`config.mk`:
```
export PLATFORM = sky130hd
export DESIGN_NAME = regblock_cpuif_arb2_flat
export DESIGN_NICKNAME = d
export VERILOG_FILES = /design/src/rtl/regblock_cpuif_arb2_if.sv /design/src/rtl/regblock_cpuif_arb2.sv /design/src/flat_wrapper.sv
export SDC_FILE = /design/constraint.sdc
export NUM_CORES = 1
export LEC_CHECK = 0
export CAP_MARGIN = 20
export CELL_PAD_IN_SITES_DETAIL_PLACEMENT = 2
export CELL_PAD_IN_SITES_GLOBAL_PLACEMENT = 2
export CORE_MARGIN = 2
export CORE_UTILIZATION = 22
export CTS_BUF_LIST = sky130_fd_sc_hd__clkbuf_8
export DETAILED_ROUTE_END_ITERATION = 10
export MAX_ROUTING_LAYER = met4
export PLACE_DENSITY_LB_ADDON = 0.05
export SETUP_SLACK_MARGIN = 0.5
export SLEW_MARGIN = 20
export SYNTH_ARGS = -nofsm -noshare
export SYNTH_HDL_FRONTEND = slang
export SYNTH_SLANG_ARGS = --single-unit
```
`constraint.sdc`:
```
create_clock -name clk -period 2.7 [get_ports clk]
set_input_delay 0.54 -clock clk [delete_from_list [all_inputs] [get_ports clk]]
set_output_delay 0.54 -clock clk [all_outputs]
set_load 0.05 [all_outputs]
```
`src/rtl/regblock_cpuif_arb2_if.sv`:
```
// regblock_cpuif_arb2_if
//   Bundles every bus signal of the two-requester CPU-interface arbiter:
//   two requester ports (m0_*, m1_*) and the shared regblock cpuif_* bus.
//   Modports:
//     slave  - the arbiter: serves the requesters and drives the regblock bus.
//     master - the environment: requesters plus regblock responses.
//   Params: ADDR_WIDTH (address width), DATA_WIDTH (data/bit-enable width).
interface regblock_cpuif_arb2_if #(
  parameter int ADDR_WIDTH = 32,
  parameter int DATA_WIDTH = 32
);
  // requester 0
  logic                  m0_req;
  logic                  m0_is_wr;
  logic [ADDR_WIDTH-1:0] m0_addr;
  logic [DATA_WIDTH-1:0] m0_wr_data;
  logic [DATA_WIDTH-1:0] m0_wr_biten;
  logic                  m0_gnt;
  logic                  m0_ack;
  logic                  m0_err;
  logic [DATA_WIDTH-1:0] m0_rd_data;
  // requester 1
  logic                  m1_req;
  logic                  m1_is_wr;
  logic [ADDR_WIDTH-1:0] m1_addr;
  logic [DATA_WIDTH-1:0] m1_wr_data;
  logic [DATA_WIDTH-1:0] m1_wr_biten;
  logic                  m1_gnt;
  logic                  m1_ack;
  logic                  m1_err;
  logic [DATA_WIDTH-1:0] m1_rd_data;
  // regblock side
  logic                  cpuif_req;
  logic                  cpuif_req_is_wr;
  logic [ADDR_WIDTH-1:0] cpuif_addr;
  logic [DATA_WIDTH-1:0] cpuif_wr_data;
  logic [DATA_WIDTH-1:0] cpuif_wr_biten;
  logic                  cpuif_req_stall_wr;
  logic                  cpuif_req_stall_rd;
  logic                  cpuif_rd_ack;
  logic                  cpuif_rd_err;
  logic [DATA_WIDTH-1:0] cpuif_rd_data;
  logic                  cpuif_wr_ack;
  logic                  cpuif_wr_err;

  modport slave (
    input  m0_req, m0_is_wr, m0_addr, m0_wr_data, m0_wr_biten,
    output m0_gnt, m0_ack, m0_err, m0_rd_data,
    input  m1_req, m1_is_wr, m1_addr, m1_wr_data, m1_wr_biten,
    output m1_gnt, m1_ack, m1_err, m1_rd_data,
    output cpuif_req, cpuif_req_is_wr, cpuif_addr, cpuif_wr_data, cpuif_wr_biten,
    input  cpuif_req_stall_wr, cpuif_req_stall_rd,
    input  cpuif_rd_ack, cpuif_rd_err, cpuif_rd_data, cpuif_wr_ack, cpuif_wr_err
  );

  modport master (
    output m0_req, m0_is_wr, m0_addr, m0_wr_data, m0_wr_biten,
    input  m0_gnt, m0_ack, m0_err, m0_rd_data,
    output m1_req, m1_is_wr, m1_addr, m1_wr_data, m1_wr_biten,
    input  m1_gnt, m1_ack, m1_err, m1_rd_data,
    input  cpuif_req, cpuif_req_is_wr, cpuif_addr, cpuif_wr_data, cpuif_wr_biten,
    output cpuif_req_stall_wr, cpuif_req_stall_rd,
    output cpuif_rd_ack, cpuif_rd_err, cpuif_rd_data, cpuif_wr_ack, cpuif_wr_err
  );
endinterface

```
`src/rtl/regblock_cpuif_arb2.sv`:
```
// regblock_cpuif_arb2
//   Shares one regblock CPU interface between two requesters. Round-robin
//   selection on ties, one transaction in flight, response routed to owner.
//   Ports:
//     clk    - rising-edge clock
//     arst_n - asynchronous active-low reset
//     bus    - regblock_cpuif_arb2_if.slave (m0_*, m1_*, cpuif_*)
//   Params: ADDR_WIDTH, DATA_WIDTH, TIMEOUT_CYCLES (>= 2).
//   Option macro CPUIF_ARB_TIMEOUT_EN: when defined, a WAIT that sees no ack
//   for TIMEOUT_CYCLES cycles is closed with an error ack to the owner.
module regblock_cpuif_arb2 #(
  parameter int ADDR_WIDTH     = 32,
  parameter int DATA_WIDTH     = 32,
  parameter int TIMEOUT_CYCLES = 64
) (
  input  logic                  clk,
  input  logic                  arst_n,
  regblock_cpuif_arb2_if.slave  bus
);

  if (TIMEOUT_CYCLES < 2) begin : g_bad_timeout
    $error("TIMEOUT_CYCLES must be at least 2");
  end

  typedef enum logic [1:0] {S_IDLE, S_ISSUE, S_WAIT} state_t;

  state_t state, state_nxt;

  // requester views, index = master number
  logic [1:0]                 m_req, m_is_wr;
  logic [1:0][ADDR_WIDTH-1:0] m_addr;
  logic [1:0][DATA_WIDTH-1:0] m_wr_data, m_wr_biten;

  assign m_req      = {bus.m1_req,      bus.m0_req};
  assign m_is_wr    = {bus.m1_is_wr,    bus.m0_is_wr};
  assign m_addr     = {bus.m1_addr,     bus.m0_addr};
  assign m_wr_data  = {bus.m1_wr_data,  bus.m0_wr_data};
  assign m_wr_biten = {bus.m1_wr_biten, bus.m0_wr_biten};

  // latched request
  logic                  owner, last_gnt;
  logic                  req_is_wr;
  logic [ADDR_WIDTH-1:0] req_addr;
  logic [DATA_WIDTH-1:0] req_wr_data, req_wr_biten;

  logic       sel, latch, resp, tmo, cpuif_req_c;
  logic [1:0] gnt;
  logic       stall, ack_match;

  assign stall     = req_is_wr ? bus.cpuif_req_stall_wr : bus.cpuif_req_stall_rd;
  assign ack_match = req_is_wr ? bus.cpuif_wr_ack       : bus.cpuif_rd_ack;

`ifdef CPUIF_ARB_TIMEOUT_EN
  localparam int TMO_W = (TIMEOUT_CYCLES > 2) ? $clog2(TIMEOUT_CYCLES) : 1;
  logic [TMO_W-1:0] tmo_cnt;
  logic             tmo_hit;

  // counter holds (WAIT cycles seen - 1), so it hits on the Nth WAIT cycle
  assign tmo_hit = (tmo_cnt == TMO_W'(TIMEOUT_CYCLES - 1));

  always_ff @(posedge clk or negedge arst_n) begin
    if (!arst_n)               tmo_cnt <= '0;
    else if (state != S_WAIT)  tmo_cnt <= '0;
    else                       tmo_cnt <= tmo_cnt + 1'b1;
  end
`else
  logic tmo_hit;
  assign tmo_hit = 1'b0;
`endif

  always_comb begin
    state_nxt   = state;
    sel         = owner;
    latch       = 1'b0;
    gnt         = '0;
    resp        = 1'b0;
    tmo         = 1'b0;
    cpuif_req_c = 1'b0;
    case (state)
      S_IDLE: begin
        if (|m_req) begin
          latch     = 1'b1;
          // tie goes to whoever was not granted last
          sel       = (&m_req) ? ~last_gnt : m_req[1];
          state_nxt = S_ISSUE;
        end
      end
      S_ISSUE: begin
        cpuif_req_c = 1'b1;
        // acks are only meaningful once the request is actually accepted
        if (!stall) begin
          gnt[owner] = 1'b1;
          resp       = ack_match;
          state_nxt  = ack_match ? S_IDLE : S_WAIT;
        end
      end
      S_WAIT: begin
        if (ack_match) begin
          resp      = 1'b1;
          state_nxt = S_IDLE;
        end else if (tmo_hit) begin
          resp      = 1'b1;
          tmo       = 1'b1;
          state_nxt = S_IDLE;
        end
      end
      default: state_nxt = S_IDLE;
    endcase
  end

  always_ff @(posedge clk or negedge arst_n) begin
    if (!arst_n) begin
      state        <= S_IDLE;
      owner        <= 1'b0;
      last_gnt     <= 1'b1;
      req_is_wr    <= 1'b0;
      req_addr     <= '0;
      req_wr_data  <= '0;
      req_wr_biten <= '0;
    end else begin
      state <= state_nxt;
      if (latch) begin
        owner        <= sel;
        req_is_wr    <= m_is_wr[sel];
        req_addr     <= m_addr[sel];
        req_wr_data  <= m_wr_data[sel];
        req_wr_biten <= m_wr_biten[sel];
      end
      if (|gnt) last_gnt <= owner;
    end
  end

  // response path is combinational from the regblock acks
  logic                  resp_err;
  logic [DATA_WIDTH-1:0] resp_data;
  logic [1:0]            ack;

  assign resp_err  = tmo | (req_is_wr ? bus.cpuif_wr_err : bus.cpuif_rd_err);
  assign resp_data = (resp && !req_is_wr && !tmo) ? bus.cpuif_rd_data : '0;
  assign ack       = {resp & owner, resp & ~owner};

  assign bus.m0_gnt     = gnt[0];
  assign bus.m1_gnt     = gnt[1];
  assign bus.m0_ack     = ack[0];
  assign bus.m1_ack     = ack[1];
  assign bus.m0_err     = ack[0] & resp_err;
  assign bus.m1_err     = ack[1] & resp_err;
  assign bus.m0_rd_data = ack[0] ? resp_data : '0;
  assign bus.m1_rd_data = ack[1] ? resp_data : '0;

  assign bus.cpuif_req       = cpuif_req_c;
  assign bus.cpuif_req_is_wr = req_is_wr;
  assign bus.cpuif_addr      = req_addr;
  assign bus.cpuif_wr_data   = req_wr_data;
  assign bus.cpuif_wr_biten  = req_wr_biten;

endmodule

```
`src/flat_wrapper.sv`:
```
// flat-port wrapper written by rule: the top's interface ports become plain ports
module regblock_cpuif_arb2_flat 
#(
  parameter int ADDR_WIDTH     = 32,
  parameter int DATA_WIDTH     = 32,
  parameter int TIMEOUT_CYCLES = 64
)
  (clk, arst_n, bus_m0_req, bus_m0_is_wr, bus_m0_addr, bus_m0_wr_data, bus_m0_wr_biten, bus_m0_gnt, bus_m0_ack, bus_m0_err, bus_m0_rd_data, bus_m1_req, bus_m1_is_wr, bus_m1_addr, bus_m1_wr_data, bus_m1_wr_biten, bus_m1_gnt, bus_m1_ack, bus_m1_err, bus_m1_rd_data, bus_cpuif_req, bus_cpuif_req_is_wr, bus_cpuif_addr, bus_cpuif_wr_data, bus_cpuif_wr_biten, bus_cpuif_req_stall_wr, bus_cpuif_req_stall_rd, bus_cpuif_rd_ack, bus_cpuif_rd_err, bus_cpuif_rd_data, bus_cpuif_wr_ack, bus_cpuif_wr_err);
  regblock_cpuif_arb2_if #(.ADDR_WIDTH(ADDR_WIDTH), .DATA_WIDTH(DATA_WIDTH)) bus_i ();
  input  logic clk;
  input  logic arst_n;
  input wire logic [$bits(bus_i.m0_req)-1:0] bus_m0_req;
  input wire logic [$bits(bus_i.m0_is_wr)-1:0] bus_m0_is_wr;
  input wire logic [$bits(bus_i.m0_addr)-1:0] bus_m0_addr;
  input wire logic [$bits(bus_i.m0_wr_data)-1:0] bus_m0_wr_data;
  input wire logic [$bits(bus_i.m0_wr_biten)-1:0] bus_m0_wr_biten;
  output wire logic [$bits(bus_i.m0_gnt)-1:0] bus_m0_gnt;
  output wire logic [$bits(bus_i.m0_ack)-1:0] bus_m0_ack;
  output wire logic [$bits(bus_i.m0_err)-1:0] bus_m0_err;
  output wire logic [$bits(bus_i.m0_rd_data)-1:0] bus_m0_rd_data;
  input wire logic [$bits(bus_i.m1_req)-1:0] bus_m1_req;
  input wire logic [$bits(bus_i.m1_is_wr)-1:0] bus_m1_is_wr;
  input wire logic [$bits(bus_i.m1_addr)-1:0] bus_m1_addr;
  input wire logic [$bits(bus_i.m1_wr_data)-1:0] bus_m1_wr_data;
  input wire logic [$bits(bus_i.m1_wr_biten)-1:0] bus_m1_wr_biten;
  output wire logic [$bits(bus_i.m1_gnt)-1:0] bus_m1_gnt;
  output wire logic [$bits(bus_i.m1_ack)-1:0] bus_m1_ack;
  output wire logic [$bits(bus_i.m1_err)-1:0] bus_m1_err;
  output wire logic [$bits(bus_i.m1_rd_data)-1:0] bus_m1_rd_data;
  output wire logic [$bits(bus_i.cpuif_req)-1:0] bus_cpuif_req;
  output wire logic [$bits(bus_i.cpuif_req_is_wr)-1:0] bus_cpuif_req_is_wr;
  output wire logic [$bits(bus_i.cpuif_addr)-1:0] bus_cpuif_addr;
  output wire logic [$bits(bus_i.cpuif_wr_data)-1:0] bus_cpuif_wr_data;
  output wire logic [$bits(bus_i.cpuif_wr_biten)-1:0] bus_cpuif_wr_biten;
  input wire logic [$bits(bus_i.cpuif_req_stall_wr)-1:0] bus_cpuif_req_stall_wr;
  input wire logic [$bits(bus_i.cpuif_req_stall_rd)-1:0] bus_cpuif_req_stall_rd;
  input wire logic [$bits(bus_i.cpuif_rd_ack)-1:0] bus_cpuif_rd_ack;
  input wire logic [$bits(bus_i.cpuif_rd_err)-1:0] bus_cpuif_rd_err;
  input wire logic [$bits(bus_i.cpuif_rd_data)-1:0] bus_cpuif_rd_data;
  input wire logic [$bits(bus_i.cpuif_wr_ack)-1:0] bus_cpuif_wr_ack;
  input wire logic [$bits(bus_i.cpuif_wr_err)-1:0] bus_cpuif_wr_err;
  assign bus_i.m0_req = bus_m0_req;
  assign bus_i.m0_is_wr = bus_m0_is_wr;
  assign bus_i.m0_addr = bus_m0_addr;
  assign bus_i.m0_wr_data = bus_m0_wr_data;
  assign bus_i.m0_wr_biten = bus_m0_wr_biten;
  assign bus_m0_gnt = bus_i.m0_gnt;
  assign bus_m0_ack = bus_i.m0_ack;
  assign bus_m0_err = bus_i.m0_err;
  assign bus_m0_rd_data = bus_i.m0_rd_data;
  assign bus_i.m1_req = bus_m1_req;
  assign bus_i.m1_is_wr = bus_m1_is_wr;
  assign bus_i.m1_addr = bus_m1_addr;
  assign bus_i.m1_wr_data = bus_m1_wr_data;
  assign bus_i.m1_wr_biten = bus_m1_wr_biten;
  assign bus_m1_gnt = bus_i.m1_gnt;
  assign bus_m1_ack = bus_i.m1_ack;
  assign bus_m1_err = bus_i.m1_err;
  assign bus_m1_rd_data = bus_i.m1_rd_data;
  assign bus_cpuif_req = bus_i.cpuif_req;
  assign bus_cpuif_req_is_wr = bus_i.cpuif_req_is_wr;
  assign bus_cpuif_addr = bus_i.cpuif_addr;
  assign bus_cpuif_wr_data = bus_i.cpuif_wr_data;
  assign bus_cpuif_wr_biten = bus_i.cpuif_wr_biten;
  assign bus_i.cpuif_req_stall_wr = bus_cpuif_req_stall_wr;
  assign bus_i.cpuif_req_stall_rd = bus_cpuif_req_stall_rd;
  assign bus_i.cpuif_rd_ack = bus_cpuif_rd_ack;
  assign bus_i.cpuif_rd_err = bus_cpuif_rd_err;
  assign bus_i.cpuif_rd_data = bus_cpuif_rd_data;
  assign bus_i.cpuif_wr_ack = bus_cpuif_wr_ack;
  assign bus_i.cpuif_wr_err = bus_cpuif_wr_err;
  regblock_cpuif_arb2 #(.ADDR_WIDTH(ADDR_WIDTH), .DATA_WIDTH(DATA_WIDTH), .TIMEOUT_CYCLES(TIMEOUT_CYCLES)) u_core (.clk(clk), .arst_n(arst_n), .bus(bus_i));
endmodule
```
# After elaboration in Yosys (flattened, before gate mapping)
# Cells that the tools add are included.
word_totals:
  in_bits: 236
  out_inout_bits: 168
  ff_bits: 101
op_classes:
  order_cmp: 3
  bitwise: 6
  muxes: 32
  eq_ne: 5
  n_reduce_logical: 8
ops:
  columns: ["op", "count"]
  rows:
  - ["$mux W32", 9]
  - ["$mux W1", 14]
  - ["$mux W2", 6]
  - ["$pmux W2 S3", 1]
  - ["$and A1 B1 Y1", 4]
  - ["$lt A1 B2 Y1 const B", 2]
  - ["$ne A2 B1 Y1 const B", 2]
  - ["$reduce_or A2 Y1", 2]
  - ["$reduce_and A3 Y1", 1]
  - ["$eq A2 B1 Y1 const B", 1]
  - ["$eq A2 B2 Y1 const B", 1]
  - ["$logic_and A1 B1 Y1", 2]
  - ["$logic_not A2 Y1", 1]
  - ["$ne A2 B2 Y1 const B", 1]
  - ["$not A1 Y1", 2]
  - ["$pmux W1 S2", 1]
  - ["$reduce_and A2 Y1", 1]
  - ["$demux W1 S1", 1]
  - ["$ge A1 B1 Y1 const B", 1]
  - ["$logic_not A1 Y1", 1]

# Longest topological paths before layout
depth:
  depth_word: 7
  mapped_depth: 8
  mapped_depth_nobuf: 5

# Least setup slack after synthesis
# No wires, ideal clock.
synth_path:
  kind: "flip-flop to output port"
  startpoint: "reg u_core.state[1]"
  endpoint: "out bus_m1_rd_data[10]"
  setup_slack_ns: -0.961
  required_time_ns: 2.160
  path_stages_with_launch: 6
  arrival_ns: 3.121
  cell_sequence: "dfrtp_1 inv_1 ha_1 a21oi_2 clkbuf_1 nor4b_1"
synth_between:
  elab_chain_cells: 5
synth_lines:
  columns: ["item", "line_no", "rtl"]
  rows:
  - ["start, declared", "regblock_cpuif_arb2.sv:27", "state_t state, state_nxt;"]
  - ["start signal, assigned", "regblock_cpuif_arb2.sv:121", "state <= state_nxt;"]
  - ["$eq A2 B2 Y1 or $eq A2 B1 Y1 (tied branches)", "regblock_cpuif_arb2.sv:79", "case (state)"]
  - ["$pmux W1 S2 *", "regblock_cpuif_arb2.sv:79", null]
  - ["$logic_and A1 B1 Y1", "regblock_cpuif_arb2.sv:139", "assign resp_data = (resp && !req_is_wr && !tmo) ? bus.cpuif_rd_data : '0;"]
  - ["$mux W32", "regblock_cpuif_arb2.sv:139", null]
  - ["$mux W32 *", "regblock_cpuif_arb2.sv:149", "assign bus.m1_rd_data = ack[1] ? resp_data : '0;"]
  - ["end, declared", "flat_wrapper.sv:29", "output wire logic [$bits(bus_i.m1_rd_data)-1:0] bus_m1_rd_data;"]
# Mark *: on every way between the ends. The rest lies on a longest branch, timed or not.

# Worst setup path in the final report
layout_path:
  startpoint: "reg u_core.req_is_wr (netlist: u_core.bus.cpuif_req_is_wr)"
  endpoint: "out bus_m1_rd_data[28]"
layout_between:
  elab_chain_cells: 6
layout_lines:
  columns: ["item", "line_no", "rtl"]
  rows:
  - ["start, declared", "regblock_cpuif_arb2.sv:42", "logic req_is_wr;"]
  - ["start signal, assigned", "regblock_cpuif_arb2.sv:124", "req_is_wr <= m_is_wr[sel];"]
  - ["$mux W1 (on tied branches)", "regblock_cpuif_arb2.sv:51, regblock_cpuif_arb2.sv:50", null]
  - ["$mux W1 (on tied branches)", "regblock_cpuif_arb2.sv:98, regblock_cpuif_arb2.sv:91", null]
  - ["$pmux W1 S2", "regblock_cpuif_arb2.sv:79", null]
  - ["$logic_and A1 B1 Y1", "regblock_cpuif_arb2.sv:139", null]
  - ["$mux W32", "regblock_cpuif_arb2.sv:139", null]
  - ["$mux W32 *", "regblock_cpuif_arb2.sv:149", null]
# Marked as above.

==> results.toml <==
[yosys]
ys_types = 36
synth_top_area_share_pct = 39.5
yosysSeqAreaShare_pct = 39.9
yosys_warnings = 0
synth_top_area_cell = "dfrtp_1"
synthFlopType = "dfrtp_1"
synth_common_cells = "dfrtp_1, nor2_1, a31oi_1"
async_flop_share_pct = 100
synth_seq_cells = 101
synth_edf_count = 0
netlist_area_sq_mm = 0.00634
syn_inst = 708
syn_avg_cell_area_sq_um = 8.96
syn_nets = 948
yosys-top-cells-area = "dfrtp_1, or3b_1, a31oi_1"
yosysMostFrequentCell = "dfrtp_1"

[clocking]
h-tree-depth = 3
clockRootBuffer = "clkbuf_8"
numCtsBuffers = 9
clkLatencyLatePin_ns = 0.40
cts_tree = "yes"
clock-sinks = 101
ctsHoldBuffers = 0
path_clk_slew_ns = 0.12
clock_path_buffers = 2

[sta]
drv_slew = 0
layout_min_cycle_time_ns = 2.80
hold_violations = 0
min_period_over_period_pct = 104
hold_slack_ns = 0.0765
skew_ns = 0.0269
fmax_mhz = 358
setup_viol = 26
slew-limit-headroom_pct = 59.7
rsz0062_at_grt = "true"
worstMarginPinSlew_ns = 0.604
fin_ws_ns = -0.0954

[floorplan]
die_w_um = 174
pin_count = 404
initial_utilization_pct = 22.2
core_sq_mm = 0.0285
fp-row-count = 62
dieArea_sq_mm = 0.0302
die_y_um = 174

[critical_path]
crit_arrival_ns = 2.26
reg2reg_from = "u_core.bus.cpuif_req_is_wr$_DFFE_PN0P_"
critPathMaxFanout = 7
cp.buffers_inverters = 3
startpoint = "u_core.bus.cpuif_req_is_wr$_DFFE_PN0P_"
crit_top_cell = "buf_12"
max_stage_delay_ns = 0.49
end_kind = "output pin"
path_class = "flop to output pin"
path_cells = "mux2i_4, nand2b_4, buf_6, buf_12, nor4b_4, buf_12"
crit_family = "simple AND/OR/NAND/NOR gates"
cp-start-kind = "flop"
crit_required_ns = 2.16
slowest_stage = "dfrtp_2"

[placement]
dpl_cell_area_sq_mm = 0.0119
dp_slack_ns = -0.0367
post-place-cells = 1435
portBuffers = 403
gp_congestion = 0.780
dp_hpwl_mm = 22.9

[run]
maxCapViolCount = 0

[power_and_ir_drop]
internal-power_w = 0.00724
switching_share_pct = 54.5
p_switching_w = 0.00868
clockPowerShare_pct = 6.5
powerDensity_mw_per_mm2 = 1230
ir_drop_uv = 546
power.leakage_nw = 5.08
pwr-share-comb_pct = 76.0
seq_power_share_pct = 17.5

[worst_hold_path]
hold_path.class = "input port to async pin"

[route]
wl_per_cell_um = 23.7
dr_total_vias = 7352
drc = 0
drt_iter0_drc = 272
firstDrtPassIters = 4
avgViaCountPerCell = 4.93
final_antenna_net_count = 0
drt-total-wl_mm = 35.3

[global_route]
grt_start_max_net_pins = 70
grt_remaining_overflow = 0
grt_pass1_wl_mm = 49.6
antenna_found_initial = 3
grt_use_total_pct = 21.9
grt_pass1_vias = 7643

[layout]
fillers = 2971
regArea_sq_mm = 0.00253
fin_nets = 1339
multi_input_area_sq_mm = 0.00437
area_growth_pct = 104
design_area_sq_mm = 0.0130
layout-drive-gt1-share_pct = 22.9
final_cells = 1491

[status]
violations = "setup timing"
status = "finished with violations"
layer usage:
metal	wire length, um	track usage (%)	vias to the layer above
met1	13100	23.3	3674
li1	-	-	3405
met3	2510	7.08	34
met2	18900	39.8	239
met5	0	-	-
met4	792	4.24	0
power groups by stage:
stage,Clock [W],Combinational (W),Sequential [W]
floorplan,0,0.00477,0.00526
global placement,0,0.0106,0.00282
detailed placement,0,0.0107,0.00286
CTS,0.00109,0.0115,0.00279
global route,0.00114,0.0127,0.00289
finish,0.00104,0.0121,0.00278
final timing paths:
kind	endpoint	slack, ns	cells past startpoint
max in group asynchronous	u_core.last_gnt$_DFFE_PN1P_	1.90	2
max	bus_m1_rd_data[28]	-0.1	6
min	u_core.bus.cpuif_wr_biten[5]$_DFFE_PN0P_	0.08	1
min in group clk	u_core.bus.cpuif_addr[19]$_DFFE_PN0P_	0.56	2
min reg2reg	u_core.bus.cpuif_addr[19]$_DFFE_PN0P_	0.56	2
max reg2reg	u_core.state[0]$_DFFE_PN0P_	0.53	4
flip-flops by register name, indices dropped and copies added, names as in the netlist:
name and flops:
u_core.owner 1, u_core.bus.cpuif_wr_biten 32, u_core.bus.cpuif_addr 32, u_core.state 2, u_core.bus.cpuif_wr_data 32, u_core.bus.cpuif_req_is_wr 1
u_core.last_gnt 1
metrics by stage:
stage	TNS (ns)	power [W]	util [%]
floorplan	0	0.0100	-
global placement	0	0.0134	41.7
detailed placement	-0.260	0.0136	41.7
CTS	0	0.0154	44.0
global route	-3.85	0.0168	45.4
finish	-0.708	0.0159	45.4
logic make-up (layout without fill, tap and decap cells):
kind of cell / Yosys count / in the layout / share of synthesized area, %
fa+ha+maj: 4 / 4 / 0.789
mux: 5 / 5 / 1.03
simple gates: 302 / 303 / 33.3
flops: 101 / 101 / 39.9
compound gates: 202 / 202 / 18.2
other cells: 0 / 3 / 0
buf+inv: 94 / 489 / 6.81
timing repair:
item / in CTS / in global routing
cloned: 5 / 3
pin swaps: 13 / 22
buffers inserted: 17 / 12
resized for setup: 67 / 62
hold endpoints to repair: 0 / 0
setup endpoints to repair: 77 / 96
cell usage in the layout, fill, tap and decap left out, types with 33 or more instances in the layout:
cell	count
o21ai_0	88
nor2_1	97
nor4_4	33
or3b_1	92
a31oi_1	97
buf_12	44
nor4b_4	33
buf_6	65
clkdlybuf4s50_1	297
dfrtp_1	98
worst reg2reg max path: stages (launching register included):
cell and delay [ns]:
dfrtp_2 0.47, buf_4 0.39, mux2_2 0.45, a221oi_1 0.37, mux2_2 0.38
layout make-up:
cell class	instances	area share [%]
Antenna cell	3	0.0579
Clock buffer	10	1.06
Clock inverter	6	0.415
Inverter	3	0.0869
Multi-Input combinational cell	514	33.8
Sequential cell	101	19.6
Tap cell	384	3.71
Timing Repair Buffer	470	41.4
No activity file was read; power rests on OpenSTA's default activity.
==> RTL change 1: new RTL, same flow settings <==
`DATA_WIDTH` is set to 32 in 3 places; all go to 16.
--- a/src/rtl/regblock_cpuif_arb2_if.sv
+++ b/src/rtl/regblock_cpuif_arb2_if.sv
@@ -8,5 +8,5 @@
 interface regblock_cpuif_arb2_if #(
   parameter int ADDR_WIDTH = 32,
-  parameter int DATA_WIDTH = 32
+  parameter int DATA_WIDTH = 16
 );
   // requester 0
--- a/src/rtl/regblock_cpuif_arb2.sv
+++ b/src/rtl/regblock_cpuif_arb2.sv
@@ -11,5 +11,5 @@
 module regblock_cpuif_arb2 #(
   parameter int ADDR_WIDTH     = 32,
-  parameter int DATA_WIDTH     = 32,
+  parameter int DATA_WIDTH     = 16,
   parameter int TIMEOUT_CYCLES = 64
 ) (
--- a/src/flat_wrapper.sv
+++ b/src/flat_wrapper.sv
@@ -3,5 +3,5 @@
 #(
   parameter int ADDR_WIDTH     = 32,
-  parameter int DATA_WIDTH     = 32,
+  parameter int DATA_WIDTH     = 16,
   parameter int TIMEOUT_CYCLES = 64
 )
Interface: changed (9 resized); port bits go from 404 to 260. No check against the original RTL was run, so the function may have changed too.
==> RTL change 1 against the original RTL <==
- global-route usage fell by 2.6 points
- area after synthesis fell by 32%
- total power fell by 36%
- routed wire length fell by 44%
- sequential cell count fell by 32
- setup slack improved by 0.22 ns
- core utilization fell by 3.1 points
- synthesized cell count fell by 34%
- design area fell by 37%
- maximum frequency rose by 8.6%
==> RTL change 1: results (changes against the original RTL) <==
| Metric | Value |
|---|---|
| Outcome | finished, final reports clean |
| Placed Cells | 952 (-34%) |
| Area fraction of clock buffers and clock inverters | 0.0206 (+0.00580) |
| Diode count | 2 (-1) |
| Final layout net count | 873 (-35%) |
| Power Dens Cells | 1240 mW/mm^2 (+0.68%) |
| Non-clk invs | 3 (unchanged) |
| Reg2reg setup slack | 0.79 ns (+0.26 ns) |
| Max layer used | met4 |
| M2 GR Usage | 0.337 (-0.0614) |
| Vias in the first global route | 5106 (-33%) |
| Mapped Nets | 625 (-34%) |
| Slew margin rel. | 0.621 (+0.0250) |
| Cts repair resizes | 49 (-27%) |
| Final HPWL DP | 13.9 mm (-39%) |
| Multi-input gates | 337 (-34%) |
| WHS | 0.148 ns (+0.0714 ns) |
| Fillers | 2074 (-30%) |
| Clock slew at reported path FFs | 0.09 ns (-0.03 ns) |
| Initial antenna violation count | 2 (-1) |
| Wire length on met2 | 10.5 mm (-45%) |
| Reg area | 0.00173 sq mm (-32%) |
| Skew final | 0.00959 ns (-0.0173 ns) |
| Largest net degree at the start of global routing | 83 (+19%) |
| Met3 wire len | 1.49 mm (-41%) |
| # Post-CTS Setup Buffers | 7 (-10) |
| First-pass GRT wire length | 29.6 mm (-40%) |
| Commonest cells post-synth | dfrtp_1 (68), nor2_1 (66), a31oi_1 (65), o21ai_0 (65), or3b_1 (65) |
| Crit-path max FO | 13 (+6) |
| Netlist cell types | 33 (-8.3%) |
| Pleak | 3.13 nW (-38%) |
| Nonclk buf count | 293 (-38%) |
| Peak supply drop | 0.480 mV (-12%) |
| Multi-input gate share of total cell area | 0.337 (-0.00102) |
| Sequential cell count | 69 (-32%) |
| Gpl congestion | 0.739 (-5.3%) |
| GRT Util Overall | 0.193 (-0.0264) |
| F_max | 389 MHz (+8.6%) |
| M1 WL | 7.43 mm (-43%) |
| DP Area | 0.00766 sq mm (-36%) |
| M1 GR Usage | 0.207 (-0.0262) |
| Seq/Total Area, Yosys | 0.399 (about the same) |
| Share of layout cells above drive strength 1 | 0.201 (-0.0286) |
| Clk_lat worst skew | 0.36 ns (-0.04 ns) |
| 1st-iter DRT viols | 127 (-53%) |
| M3 GR Usage | 0.0606 (-0.0102) |
| IO buf count | 259 (-36%) |
| Non-clock buffer share | 0.389 (-0.0241) |
| Setup crit start | u_core.bus.cpuif_req_is_wr$_DFFE_PN0P_ |
| Place WS | 0.0474 ns (+0.0841 ns) |
| Final Non-Filler Cells | 985 (-34%) |
==> RTL change 1: final timing paths <==
path                                                                 to  cells after the start
worst min-delay path            u_core.bus.cpuif_wr_data[0]$_DFFE_PN0P_                      1
worst max-delay path                                 bus_m1_rd_data[11]                      5
min in group clk                            u_core.last_gnt$_DFFE_PN1P_                      1
max in group asynchronous                   u_core.last_gnt$_DFFE_PN1P_                      2
worst max register to register              u_core.state[0]$_DFFE_PN0P_                      4
worst min register to register              u_core.last_gnt$_DFFE_PN1P_                      1
==> RTL change 1: kinds of logic after synthesis <==
group,after synthesis,share of synthesized area
compound gates,138,0.185
flops,69,0.399
buf+inv,59,0.0670
simple gates,190,0.324
fa+ha+maj,4,0.0116
mux,5,0.0130
==> RTL change 1: report_power, final <==
part | internal, W | total (W) | switching [W]
clock | 0.000349 | 0.000786 | 0.000436
sequential | 0.00158 | 0.00192 | 0.000336
combinational | 0.00280 | 0.00745 | 0.00465
total | 0.00473 | 0.0102 | 0.00542
==> RTL change 2: new RTL, same settings <==
Without the edit above. The 3 states of `state_t` get a one-hot encoding in 3 bits.
--- a/src/rtl/regblock_cpuif_arb2.sv
+++ b/src/rtl/regblock_cpuif_arb2.sv
@@ -23,5 +23,5 @@
   end
 
-  typedef enum logic [1:0] {S_IDLE, S_ISSUE, S_WAIT} state_t;
+  typedef enum logic [2:0] {S_IDLE = 3'b001, S_ISSUE = 3'b010, S_WAIT = 3'b100} state_t;
 
   state_t state, state_nxt;
Behaviour: same outputs for any inputs over 4 cycles, from zero or initial values and one cycle with arst_n low; so few cycles prove little.
==> RTL change 2 against the original RTL <==
- critical path depth rose by 2
- count of clock-buffer cells in the layout did not move
- setup slack improved by 0.23 ns
- maximum frequency rose by 8.9%
- sequential cell count rose by 1
- routed wire length rose by 14%
- design area rose by 2.2%
- total power fell by 12%
- clock power rose by 13%
- area after synthesis rose by 4.3%
- highest routed layer unchanged
==> RTL change 2: results (changes against the original RTL) <==
| Metric | Value |
|---|---|
| Gpl congestion | 0.755 (-3.3%) |
| Multi-input gates | 553 (+7.6%) |
| Placed Cells | 1485 (+3.5%) |
| WHS | 0.0942 ns (+0.0177 ns) |
| Mux share of post-synthesis cell area | 0.00322 (-0.00704) |
| Largest net degree at the start of global routing | 62 (-11%) |
| Pleak | 5.00 nW (-1.6%) |
| Reg2reg setup slack | 0.62 ns (+0.09 ns) |
| Netlist cell types | 35 (-2.8%) |
| Peak supply drop | 0.523 mV (-4.1%) |
| Cts repair resizes | 64 (-4.5%) |
| Multi-input gate area | 0.00428 sq mm (-2.1%) |
| Hold Path Class | primary input to async pin |
| Crit-path max FO | 6 (-1) |
| Seq/Total Area, Yosys | 0.386 (-0.0123) |
| Clock power frac | 0.083 (+0.018) |
| Initial antenna violation count | 4 (+1) |
| F_max | 389 MHz (+8.9%) |
| Via count | 8311 (+13%) |
| Final layout net count | 1378 (+2.9%) |
| R2R depth | 6 (+2) |
| 1st-iter DRT viols | 359 (+32%) |
| Area fraction of clock buffers and clock inverters | 0.0166 (+0.00186) |
| Nonclk buf count | 474 (+0.85%) |
| CP peak stage delay | 0.43 ns (-0.06 ns) |
| Logic pwr share | 0.716 (-0.044) |
| Worst-Margin Slew | 0.740 ns (+0.136 ns) |
| WL/cell | 26.2 microns (+11%) |
| Share of layout cells above drive strength 1 | 0.249 (+0.0195) |
| Diode count | 4 (+1) |
| Sw frac | 0.538 (-0.00678) |
| Non-clock buffer share | 0.428 (+0.0141) |
| Reg area | 0.00256 sq mm (+1.2%) |
| Reg2reg start | u_core.state[2]$_DFFE_PN0P_ |
| Vias in the first global route | 9055 (+18%) |
| Crit path max-delay family | buffers and inverters |
| GRT Util Overall | 0.252 (+0.0330) |
| Comb pwr | 0.0101 W (-17%) |
| Fillers | 3047 (+2.6%) |
| Avg Inst Size Synth | 8.55 sq um (-4.5%) |
| Synth area leaders | dfrtp_1 (38%), o31ai_1 (22%), a21oi_1 (6.6%) |
| First-pass GRT wire length | 58.7 mm (+18%) |
| CP arrival | 2.03 ns (-0.23 ns) |
| Mapped Nets | 1009 (+6.4%) |
| Place WS | -0.0458 ns (-0.00912 ns) |
| # Post-CTS Setup Buffers | 19 (+2) |
| Clock sinks | 102 (+0.99%) |
| Skew final | 0.0181 ns (-0.00873 ns) |
| Synth Area in Adders | 0 (-0.00789) |
| Outcome | finished, final reports clean |
| Final HPWL DP | 24.6 mm (+7.4%) |
| Post-synthesis compound-gate area fraction | 0.306 (+0.124) |
| Synthesis-to-layout area growth | 100% |
| Commonest cells post-synth | o31ai_1 (192), dfrtp_1 (100), clkbuf_1 (90), a21oi_1 (87), nor2_1 (66) |
| DP Area | 0.0121 sq mm (+1.6%) |
## RTL change 2: cell count changes in the layout (fill, tap and decap cells not counted), moves of 33 or more
cell | before | now
a21oi_1 | 1 | 85
a31oi_1 | 97 | 14
buf_6 | 65 | 10
nor2_1 | 97 | 2
nor2_4 | 1 | 61
nor4_1 | 0 | 63
nor4_4 | 33 | 0
nor4b_4 | 33 | 0
o21ai_0 | 88 | 0
o31ai_1 | 0 | 191
or3b_1 | 92 | 0
## RTL change 2: cell families (layout without fill, tap and decap cells)
logic type | after synthesis | count (layout)
AOI/OAI and AO/OA | 300 | 300
and+or+nand+nor | 249 | 251
buffers and inverters | 120 | 491
DFF | 102 | 102
muxes | 2 | 2
other | 0 | 4
## RTL change 2: metal layers
layer / share of wire / track usage
met3: 0.071 / 0.0692
met2: 0.51 / 0.430
met4: 0.028 / 0.0693
met1: 0.40 / 0.291
met5: 0 / -
